--- src/rtl/seq_chunk_adder.sv ---
// Multi-cycle ripple-carry adder/subtractor: one CHUNK-bit slice per clock, LSB first,
// with a start/done handshake, carry-out and signed-overflow flags.
module seq_chunk_adder #(
    parameter int WIDTH = 16,
    parameter int CHUNK = 4
) (
    input  logic             clk,
    input  logic             rst,
    input  logic             start,
    input  logic [WIDTH-1:0] a,
    input  logic [WIDTH-1:0] b,
    input  logic             c_in,
    input  logic             sub,
    output logic             busy,
    output logic             done,
    output logic [WIDTH-1:0] s,
    output logic             c_out,
    output logic             ovf
);

    localparam int NCH = WIDTH / CHUNK;
    localparam int CW  = (NCH > 1) ? $clog2(NCH) : 1;
    localparam logic [CW-1:0] LAST_CNT = CW'(NCH - 1);

    typedef enum logic [1:0] {IDLE, RUN, DONE} state_t;

    state_t           state, state_next;
    logic             accept;
    logic [WIDTH-1:0] op_a, op_b, acc, acc_next;
    logic             carry;
    logic [CW-1:0]    cnt;
    logic [CHUNK:0]   rc;
    logic [CHUNK-1:0] chunk_sum;

    // NOTE: sequential state is written with <= only, so every register samples pre-edge values.
    always_ff @(posedge clk or posedge rst) begin
        if (rst) state <= IDLE;
        else     state <= state_next;
    end

    // NOTE: every output of this block is given a default first, so no path can infer a latch.
    always_comb begin
        state_next = state;
        accept     = 1'b0;
        busy       = 1'b0;
        done       = 1'b0;
        case (state)
            IDLE: begin
                if (start) begin
                    accept     = 1'b1;
                    state_next = RUN;
                end
            end
            RUN: begin
                busy = 1'b1;
                if (cnt == LAST_CNT) state_next = DONE;
            end
            DONE: begin
                done = 1'b1;
                if (start) begin
                    accept     = 1'b1;
                    state_next = RUN;
                end else begin
                    state_next = IDLE;
                end
            end
            default: state_next = IDLE;
        endcase
    end

    // Operands shift right one chunk per cycle, so the active slice is always the low CHUNK bits.
    always_comb begin
        rc[0] = carry;
        for (int i = 0; i < CHUNK; i++) begin
            chunk_sum[i] = op_a[i] ^ op_b[i] ^ rc[i];
            rc[i+1]      = (op_a[i] & op_b[i]) | (rc[i] & (op_a[i] ^ op_b[i]));
        end
        acc_next = (acc >> CHUNK) | (WIDTH'(chunk_sum) << (WIDTH - CHUNK));
    end

    // Subtract is a + ~b + ~c_in, so b and the carry are inverted once at capture.
    always_ff @(posedge clk or posedge rst) begin
        if (rst) begin
            op_a  <= '0;
            op_b  <= '0;
            acc   <= '0;
            carry <= 1'b0;
            cnt   <= '0;
            s     <= '0;
            c_out <= 1'b0;
            ovf   <= 1'b0;
        end else if (accept) begin
            op_a  <= a;
            op_b  <= b ^ {WIDTH{sub}};
            carry <= c_in ^ sub;
            acc   <= '0;
            cnt   <= '0;
        end else if (state == RUN) begin
            op_a  <= op_a >> CHUNK;
            op_b  <= op_b >> CHUNK;
            acc   <= acc_next;
            carry <= rc[CHUNK];
            if (cnt == LAST_CNT) begin
                s     <= acc_next;
                c_out <= rc[CHUNK];
                ovf   <= rc[CHUNK] ^ rc[CHUNK-1];
            end else begin
                cnt <= cnt + 1'b1;
            end
        end
    end

endmodule
--- config.mk ---
export PLATFORM = sky130hd
export DESIGN_NAME = seq_chunk_adder
export DESIGN_NICKNAME = d
export VERILOG_FILES = /design/src/rtl/seq_chunk_adder.sv
export SDC_FILE = /design/constraint.sdc
export NUM_CORES = 1
export LEC_CHECK = 0
export CAP_MARGIN = 40
export CORE_MARGIN = 2
export CORE_UTILIZATION = 43
export CTS_CLUSTER_SIZE = 30
export DETAILED_ROUTE_END_ITERATION = 6
export GPL_ROUTABILITY_DRIVEN = 1
export PLACE_DENSITY = 0.72
export SLEW_MARGIN = 25
export SYNTH_ARGS = -nofsm -noshare
export SYNTH_HDL_FRONTEND = slang
export SYNTH_SLANG_ARGS = --single-unit
--- constraint.sdc ---
create_clock -name clk -period 2.7 [get_ports clk]
set_input_delay 0.405 -clock clk [delete_from_list [all_inputs] [get_ports clk]]
set_output_delay 0.405 -clock clk [all_outputs]
set_load 0.005 [all_outputs]
-- After elaboration in Yosys (flattened, before gate mapping)
Index checks and enable logic that the tools add are counted.
- $add $sub $neg: 1
- bitwise operators: 25
- reduce and logical (&&, ||, !) cells: 6
- muxes and demuxes: 19
- equality and inequality tests: 6
- operators by type and width (kind ; number):
    16-bit two-way mux ; 6
    12-bit by 16-bit OR with 16-bit output ; 1
    16-bit XOR ; 1
    2-bit two-way mux ; 5
    1-bit XOR ; 10
    1-bit bitwise AND ; 8
    1-bit two-way mux ; 7
    2-bit case mux with 3 select lines ; 1
    2-bit == test (second input constant) ; 2
    2-bit != test (second input constant) ; 2
    1-bit OR ; 4
    2-bit AND reduction ; 2
    3-bit AND reduction ; 1
    2-bit by 1-bit adder with 2-bit output (second input constant) ; 1
    2-bit by 1-bit == test with 1-bit output (second input constant) ; 1
    2-bit logical NOT ; 1
    2-bit by 1-bit != test with 1-bit output (second input constant) ; 1
    2-bit nonzero test ; 1
    2-bit OR reduction ; 1
    1-bit inverter ; 1
- logic and storage cells: 66
- output and inout port bits: 20
- register bits: 71

-- Depth between registers and ports, before layout
Gate-level depths: netlist of the first run.
- depth after elaboration: 11
- gate-level depth with buffers: 10
- depth with buffers taken out: 10

-- Worst setup path before layout of the first run
Ideal clock, no wire load.
- kind: reg2reg
- start point: reg op_a[0]
- end point: reg s[15]
- cell stages (with the launch flop): 9
- setup time: 83 ps
- arrival: 2022 ps
- path buffers: 0
- required time: 2617 ps
- slack: 596 ps
- cell sequence: dfrtp_1 > inv_1 > fa_1 > inv_1 > fa_1 > fa_1 > inv_1 > fa_1 > o21ai_0
- cells in the longest elaborated chain, start to end: 9
- elaborated cells between the ends (all ways): 10
- classes of those cells: bitwise (10)
- RTL lines (what ; line ; text):
    start, declared ; 29 ; logic [WIDTH-1:0] op_a, op_b, acc, acc_next;
    start signal, assigned ; 99 ; op_a <= op_a >> CHUNK;
    1-bit XOR ; 76 ; rc[i+1] = (op_a[i] & op_b[i]) | (rc[i] & (op_a[i] ^ op_b[i]));
    1-bit bitwise AND ; 76 ;
    1-bit OR (*) ; 76 ;
    1-bit bitwise AND (*) ; 76 ;
    1-bit OR (*) ; 76 ;
    1-bit bitwise AND (*) ; 76 ;
    1-bit OR (*) ; 76 ;
    1-bit XOR (*) ; 75 ; chunk_sum[i] = op_a[i] ^ op_b[i] ^ rc[i];
    12-bit by 16-bit OR with 16-bit output (*) ; 78 ; acc_next = (acc >> CHUNK) | (WIDTH'(chunk_sum) << (WIDTH - CHUNK));
    end signal, assigned ; 104 ; s <= acc_next;
    end, declared ; 16 ; output logic [WIDTH-1:0] s,
Every way passes the cells marked *; elsewhere a longest branch is shown, timed or not.
A chain may end at the register's enable or synchronous reset.

-- Worst setup path in the final report of the first run
Ends and elaborated chain as after synthesis.

==> flow_metrics.tcl, run 1 <==
set metrics [dict create \
    outcome "finished clean" \
    pin_count 57 \
    yosys.area.top_type_share_pct 56.3 \
    postCtsSetupRepairBufs 0 \
    yosys-top-cells-area "dfrtp_1, nand2_1, a22o_1" \
    viasPerCell 5.20 \
    ctsResizeCount 0 \
    place_inst 388 \
    yosysSeqAreaShare_pct 56.3 \
    synth-edff-count 0 \
    hold_ws_ns 0.454 \
    fin_crit_ns 2.20 \
    synth_warnings 0 \
    r2r-end "s[15]$_DFFE_PP0P_" \
    synthAdderAreaFrac_pct 3.11 \
    skew_ns 0.00421 \
    grt_max_degree 68 \
    rsz0062_at_grt "no" \
    port_buffers 56 \
    start_util_pct 44.1 \
    hold_violations 0 \
    muxShareOfSynthArea_pct 5.30 \
    grt-ovfl-total 0 \
    synth_nets 306 \
    drt_first_pass_iters 4 \
    avgSynthCellArea_um2 11.3 \
    grt_pass1_vias 2047 \
    gp_congestion 0.815 \
    synthArstFlopShare_pct 100 \
    cts-root-buf "clkbuf_8" \
    drc_errors 0 \
    ant_nets 0 \
    cp_max_fo 2 \
    hold_class "in2async" \
    cap_violations 0 \
    drt-initial-drc-count 92 \
    dpl.hpwl_um 3900 \
    vias 2090 \
    clkSlewWorstSetupHoldPaths_ns 0.06 \
    fp.dieH_um 87.2 \
    ys.flop_type "dfrtp_1" \
    syn-cell-area_um2 2980 \
    finalSetupViolations 0 \
    timing.critical_path.required_ns 2.94 \
    leakagePower_nw 1.70 \
    final_nets 362 \
    die_width_um 87.2 \
    synth_compound_area_share_pct 13.0 \
    fp-row-count 30 \
    routedWlPerCell_um 14.3 \
    numCtsBuffers 9 \
    dp_slack_ns 0.513 \
    synth-simple-area-share_pct 10.6 \
    arrival_ns 2.45 \
    slew_headroom_pct 53.4 \
    synth-seq-cells 67 \
    r2r_setup_slack_ns 0.50 \
    max_freq_ghz 0.454 \
    die-area_um2 7600 \
    stdcell_count 402 \
    drive_gt1_share_pct 10.9 \
    grtUsageTotal_pct 16.3 \
    core-area_um2 6760 \
    critical_path.reg2reg.startpoint "op_a[0]$_DFFE_PP0P_" \
    antenna_found_initial 0 \
    yosysTopAreaCell "dfrtp_1" \
    path_class "reg2reg" \
    worst_slew_pin_slew_ns 0.697 \
    clk_latency_ns 0.32 \
    ys_types 31 \
    synth_top_family_by_area "compound AO/OA/AOI/OAI gates" \
    n_antenna_cell 0 \
    grt_pass1_wl_um 9660 \
    ir_worst_vdd_v 0.000437 \
    cts.sinks 67 \
    clock_path_buffers 2 \
    routed_wl_um 5760 \
    slew_viol_final 0 \
    reg2regPathDepth 8 \
    synth_cells 264 \
    p_per_area_nw_per_um2 1110 \
    min_period_over_period_pct 81.7 \
    setup_slack_ns 0.495 \
    htreeDepth 3 \
    critPathLaunchType "register" \
    final_cell_area_um2 3740 \
    cts_hold_buf 0 \
    crit_path_end_kind "register" \
    placed_area_um2 3580 \
    synth_xor_xnor_area_share_pct 5.59 \
    fin_tns_setup_ns 0 \
    cts_tree "built" \
    area_delta_synth_final_pct 25.8 \
]
Yosys cell counts, types with 6 or more instances:
cell type   n
dfrtp_1    67
buf_2      12
mux2_2     14
o21ai_0     6
nor2_1     18
a22o_1     18
xor2_1     17
nand2_1    43
nand3_1     6
a22oi_1     6
a31oi_1    16
inv_1       9
placed cells by master, fill, tap and decap left out, drive strengths merged, types with 4 or more instances in the layout:
master / instances
xor2: 17
a31oi: 16
dfrtp: 67
fa: 4
nand2: 43
nor2: 18
mux2: 14
a22o: 18
inv: 10
o21ai: 7
clkdlybuf4s50: 56
nand3: 6
buf: 9
clkbuf: 13
a22oi: 6
critical path: stages, from the launching register on:
cell,delay (ns)
dfrtp_1,0.36
inv_1,0.10
fa_1,0.17
inv_1,0.05
fa_1,0.38
fa_1,0.40
inv_1,0.08
fa_1,0.42
o21ai_0,0.17
worst max path at each step:
stage,endpoint,from
6_report,s[15]$_DFFE_PP0P_,op_a[0]$_DFFE_PP0P_
5_1_grt,s[15]$_DFFE_PP0P_,op_a[0]$_DFFE_PP0P_
4_1_cts,s[15]$_DFFE_PP0P_,op_a[0]$_DFFE_PP0P_
3_5_place_dp,s[15]$_DFFE_PP0P_,op_a[0]$_DFFE_PP0P_
3_3_place_gp,s[15]$_DFFE_PP0P_,op_a[0]$_DFFE_PP0P_
2_1_floorplan,s[15]$_DFFE_PP0P_,op_a[0]$_DFFE_PP0P_
report_power, final:
group	leakage (nW)	internal, mW	switching [mW]
sequential	0.843	1.46	0.273
clock	0.0754	0.345	0.332
combinational	0.779	0.907	0.845
total	1.70	2.71	1.45
state kept, by name, summed over array words and instances, names as in the netlist:
signal  cells
c_out       1
op_b       16
s          16
carry       1
state       2
acc        12
cnt         2
op_a       16
ovf         1
metrics by stage:
step | utilization (%) | power, mW
2_1_floorplan | - | 2.95
6_report | 55.4 | 4.16
3_5_place_dp | 53.0 | 3.52
5_1_grt | 55.4 | 4.51
4_1_cts | 55.2 | 4.20
3_3_place_gp | 53.0 | 3.44
area by class of cell:
class / count / area [um2]
Clock buffer: 13 / 149
Sequential cell: 67 / 1680
Multi-Input combinational cell: 167 / 1120
Fill cell: 600 / 3010
Inverter: 10 / 40.0
Timing Repair Buffer: 65 / 657
Tap cell: 80 / 100
metal layers:
layer,GRT usage (%),vias to the layer above,wire length (um)
met1,22.0,1011,2690
met5,0,-,0
met2,25.9,62,2740
li1,-,1006,-
met4,6.43,0,82
met3,3.13,11,237
cell families after synthesis:
group,count (synthesis)
xor gates and xnor gates,19
muxes,14
buffers and inverters,30
and+or+nand+nor,76
adders and majority gates,5
AOI/OAI and AO/OA,53
DFF,67
No activity file was read; power rests on OpenSTA's default activity.
==> run 2: changes to the inputs <==
Settings changed: PLACE_DENSITY 0.72 to 0.75.
Clock period 2.7 ns to 1.9 ns, I/O delays scaled along.
==> flow_metrics.tcl, run 2 (synthesized netlist as in run 1, its figures left out) <==
set metrics [dict create \
    grt-ovfl-total 0 \
    worst_slew_pin_slew_ns 0.700 \
    cp_max_fo 2 \
    path_class "reg2reg" \
    die-area_um2 7600 \
    numCtsBuffers 9 \
    die_width_um 87.2 \
    outcome "finished, violations left" \
    drive_gt1_share_pct 17.5 \
    place_inst 392 \
    routed_wl_um 5880 \
    cts_tree "built" \
    stdcell_count 412 \
    seq_area_um2 1680 \
    fp-row-count 30 \
    timing.critical_path.required_ns 2.17 \
    top_regs "op_a x16, op_b x16, s x16" \
    final_nets 370 \
    cap_violations 0 \
    placed_area_um2 3620 \
    n_antenna_cell 0 \
    max_freq_ghz 0.479 \
    viasPerCell 5.20 \
    clkSlewWorstSetupHoldPaths_ns 0.06 \
    setup_slack_ns -0.186 \
    slew_viol_final 0 \
    min_period_over_period_pct 110 \
    grt_pass1_wl_um 9940 \
    slew_headroom_pct 53.2 \
    p_per_area_nw_per_um2 1630 \
    cts-root-buf "clkbuf_8" \
    critPathLaunchType "register" \
    clk_latency_ns 0.34 \
    htreeDepth 3 \
    grt_pass1_vias 2068 \
    drt-initial-drc-count 129 \
    ant_nets 0 \
    fin_crit_ns 2.09 \
    dpl.hpwl_um 4000 \
    gp_congestion 0.801 \
    fill_cells 604 \
    grt_max_degree 68 \
    cts.sinks 67 \
    violations "setup timing" \
    start_util_pct 44.1 \
    multi_input_area_um2 1150 \
    ir_worst_vdd_v 0.000706 \
    arrival_ns 2.35 \
    core-area_um2 6760 \
    final_cell_area_um2 3860 \
    pin_count 57 \
    final_common_cell "dfrtp_1" \
    hold_violations 0 \
    port_buffers 56 \
    hold_class "in2async" \
    cts_hold_buf 0 \
    drt_first_pass_iters 4 \
    skew_ns 0.00635 \
    drc_errors 0 \
    clock_path_buffers 2 \
    finalSetupViolations 5 \
    fp.dieH_um 87.2 \
    antenna_found_initial 0 \
    routedWlPerCell_um 14.3 \
    grtUsageTotal_pct 17.2 \
    rsz0062_at_grt "yes" \
    vias 2142 \
    crit_path_end_kind "register" \
    final_cell_mix "dfrtp_1, clkdlybuf4s50_1, nand2_1" \
    leakagePower_nw 1.75 \
    area_delta_synth_final_pct 29.7 \
]
-- run 2: power by group --
group / total (mW) / internal (mW) / switching [mW]
sequential: 2.48 / 2.08 / 0.399
combinational: 2.74 / 1.47 / 1.26
clock: 1.07 / 0.570 / 0.499
-- run 2: cell type report --
type | instances | area share, %
clock buffers | 13 | 4.37
inverters | 10 | 1.13
clock inverters | 2 | 0.259
multi-input cells | 167 | 29.7
well taps | 80 | 2.59
repair buffers | 73 | 18.4
flip-flops and latches | 67 | 43.5
-- run 2: what timing repair did --
| action | CTS | global route |
|---|---|---|
| endpoints found under the setup margin | 8 | 7 |
| gates resized for setup | 6 | 3 |
| pin swaps | 1 | 2 |
| hold endpoints to repair | 0 | 0 |
| buffers inserted | 2 | 3 |
| gates cloned | 0 | 0 |
-- run 2: routing by layer --
metal	wire length, um	share of wire (%)	global-route usage, %
met1	2640	45	23.0
met2	2860	49	27.6
met3	284	4.8	2.94
met4	96	1.6	7.97
met5	0	0	0
-- run 2: path summary, 6_finish.rpt --
kind | cells past startpoint | startpoint | end | slack, ns
setup / recovery | 8 | op_b[0]$_DFFE_PP0P_ | acc[15]$_DFFE_PP0P_ | -0.19
hold / removal | 3 | rst | op_a[12]$_DFFE_PP0P_ | 0.38
setup reg to reg | 8 | op_b[0]$_DFFE_PP0P_ | acc[15]$_DFFE_PP0P_ | -0.19
hold reg to reg | 2 | ovf$_DFFE_PP0P_ | ovf$_DFFE_PP0P_ | 0.49
max in group asynchronous | 3 | rst | state[0]$_DFFE_PP0P_ | 1.22
min in group clk | 2 | ovf$_DFFE_PP0P_ | ovf$_DFFE_PP0P_ | 0.49
-- run 2: through the flow --
stage,power [mW],utilization (%),hold slack [ns],setup slack (ns),TNS (ns)
2_1_floorplan,4.24,-,0.425,-0.109,-0.321
3_3_place_gp,5.00,53.6,0.478,-0.128,-0.908
3_5_place_dp,5.13,53.6,0.478,-0.243,-1.52
4_1_cts,6.28,56.7,0.385,-0.180,-0.698
5_1_grt,6.82,57.1,0.413,-0.277,-1.20
6_report,6.28,57.1,0.379,-0.186,-0.707
-- run 2: worst max-delay path, stage by stage (launching register included) --
cell       delay [ns]
dfrtp_1          0.39
inv_2            0.07
fa_2             0.20
inv_2            0.04
fa_2             0.34
fa_2             0.36
inv_2            0.06
fa_2             0.44
o2bb2ai_2        0.12
==> run 3: changes to the inputs <==
Settings changed: CTS_CLUSTER_SIZE 30 to 20, PLACE_DENSITY 0.75 to 0.8.
==> flow_metrics.tcl, run 3 (synthesized netlist as in run 1, its figures left out) <==
set metrics [dict create \
    fp-row-count 30 \
    cap_violations 0 \
    clk_latency_ns 0.34 \
    rsz0062_at_grt "yes" \
    viasPerCell 5.31 \
    routedWlPerCell_um 14.4 \
    swShare_pct 34.4 \
    path_class "reg2reg" \
    hold_class "in2async" \
    clkSlewWorstSetupHoldPaths_ns 0.07 \
    leakagePower_nw 1.76 \
    antenna_found_initial 0 \
    final_cell_mix "dfrtp_1, clkdlybuf4s50_1, nand2_1" \
    grtUsageTotal_pct 17.4 \
    cts_hold_buf 0 \
    critPathLaunchType "register" \
    start_util_pct 44.1 \
    area_delta_synth_final_pct 31.2 \
    reg2regPathDepth 8 \
    slew_viol_final 0 \
    worst_slew_pin_slew_ns 0.690 \
    cts_tree "built" \
    combPwrFrac_pct 42.4 \
    critical_path.reg2reg.startpoint "carry$_DFFE_PP0P_" \
    ir_worst_vdd_v 0.000707 \
    total_power_mw 6.50 \
    pin_count 57 \
    htreeDepth 3 \
    die-area_um2 7600 \
    hold_ws_ns 0.320 \
    die_width_um 87.2 \
    gp_congestion 0.839 \
    drive_gt1_share_pct 17.7 \
    grt_pass1_wl_um 10100 \
    p_sw_mw 2.24 \
    final_cell_area_um2 3910 \
    cts.sinks 67 \
    fin_crit_ns 2.10 \
    p_per_area_nw_per_um2 1670 \
    outcome "finished, violations left" \
    worstSetupStartpoint "carry$_DFFE_PP0P_" \
    setup_slack_ns -0.204 \
    hold_violations 0 \
    violations "setup timing" \
    final_common_cell "dfrtp_1" \
    drc_errors 0 \
    drt-initial-drc-count 109 \
    clock_path_buffers 2 \
    routed_wl_um 5940 \
    ant_nets 0 \
    pwr-share-clk_pct 19.5 \
    cp_max_fo 2 \
    dp_slack_ns -0.204 \
    dpl.hpwl_um 4150 \
    fp.dieH_um 87.2 \
    final_nets 370 \
    port_buffers 56 \
    sequentialPowerShare_pct 38.1 \
    core-area_um2 6760 \
    drt_first_pass_iters 4 \
    max_freq_ghz 0.475 \
    placed_area_um2 3650 \
    min_period_over_period_pct 111 \
    finalSetupViolations 4 \
    grt-ovfl-total 0 \
    vias 2192 \
    slew_headroom_pct 53.8 \
    numCtsBuffers 9 \
    skew_ns 0.00441 \
    p_int_mw 4.26 \
    arrival_ns 2.36 \
    n_antenna_cell 0 \
    crit_path_end_kind "register" \
    timing.critical_path.required_ns 2.16 \
    cts-root-buf "clkbuf_8" \
    top_regs "op_a x16, op_b x16, s x16" \
    grt_max_degree 42 \
    grt_pass1_vias 2212 \
]
run 3: cell count changes in the layout (fill, tap and decap cells not counted), sizes merged:
cell / previous run / this run
clkbuf: 13 / 9
clkinvlp: 1 / 4
bufinv: 0 / 2
run 3: final timing paths:
check | slack (ns) | endpoint
worst max-delay path | -0.20 | s[15]$_DFFE_PP0P_
worst min-delay path | 0.32 | op_a[9]$_DFFE_PP0P_
min in group clk | 0.49 | acc[4]$_DFFE_PP0P_
max in group asynchronous | 1.07 | state[0]$_DFFE_PP0P_
worst max register to register | -0.20 | s[15]$_DFFE_PP0P_
worst min register to register | 0.49 | acc[4]$_DFFE_PP0P_
run 3: worst max-delay path, cell delays in order, from the launching register on:
cell	delay [ns]
dfrtp_1	0.39
inv_1	0.07
fa_1	0.17
inv_2	0.04
fa_2	0.33
fa_2	0.36
inv_2	0.06
fa_2	0.45
o21ai_1	0.15
run 3: what timing repair did:
action / CTS / global route
hold endpoints to repair: 0 / 0
gates resized for setup: 6 / 1
setup buffers: 2 / 1
pin swaps: 2 / 1
endpoints found under the setup margin: 7 / 7
run 3: cell type report:
| class | count | area (um2) |
|---|---|---|
| well taps | 80 | 100 |
| multi-input cells | 167 | 1140 |
| fillers | 589 | 2850 |
| repair buffers | 73 | 724 |
| clock inverters | 7 | 92.6 |
| inverters | 10 | 43.8 |
| flip-flops and latches | 67 | 1680 |
| clock buffers | 9 | 124 |
run 3: through the flow:
| stage | TNS [ns] | std cells | utilization [%] |
|---|---|---|---|
| 2_1_floorplan | -0.321 | 264 | - |
| 3_3_place_gp | -0.743 | 394 | 54.1 |
| 3_5_place_dp | -1.37 | 394 | 54.1 |
| 4_1_cts | -0.573 | 412 | 57.7 |
| 5_1_grt | -1.16 | 413 | 57.8 |
| 6_report | -0.649 | 413 | 57.8 |
run 3: routing by layer:
layer  up-vias  part of all wire (%)  GRT usage, %  wire length (um)
met5         -                     0             0                 0
met4         0                   2.2          6.43               128
met3        14                   4.5          4.83               268
met2        70                    50          29.4              2970
met1      1079                    43          21.3              2580
li1       1029                     -             -                 -
run 3: power groups by stage:
| stage | logic (mW) | clock network (mW) | registers [mW] |
|---|---|---|---|
| floorplan | 1.84 | 0 | 2.40 |
| global placement | 2.55 | 0 | 2.46 |
| detailed placement | 2.66 | 0 | 2.50 |
| CTS | 2.74 | 1.29 | 2.48 |
| global route | 3.08 | 1.36 | 2.56 |
| finish | 2.76 | 1.27 | 2.48 |
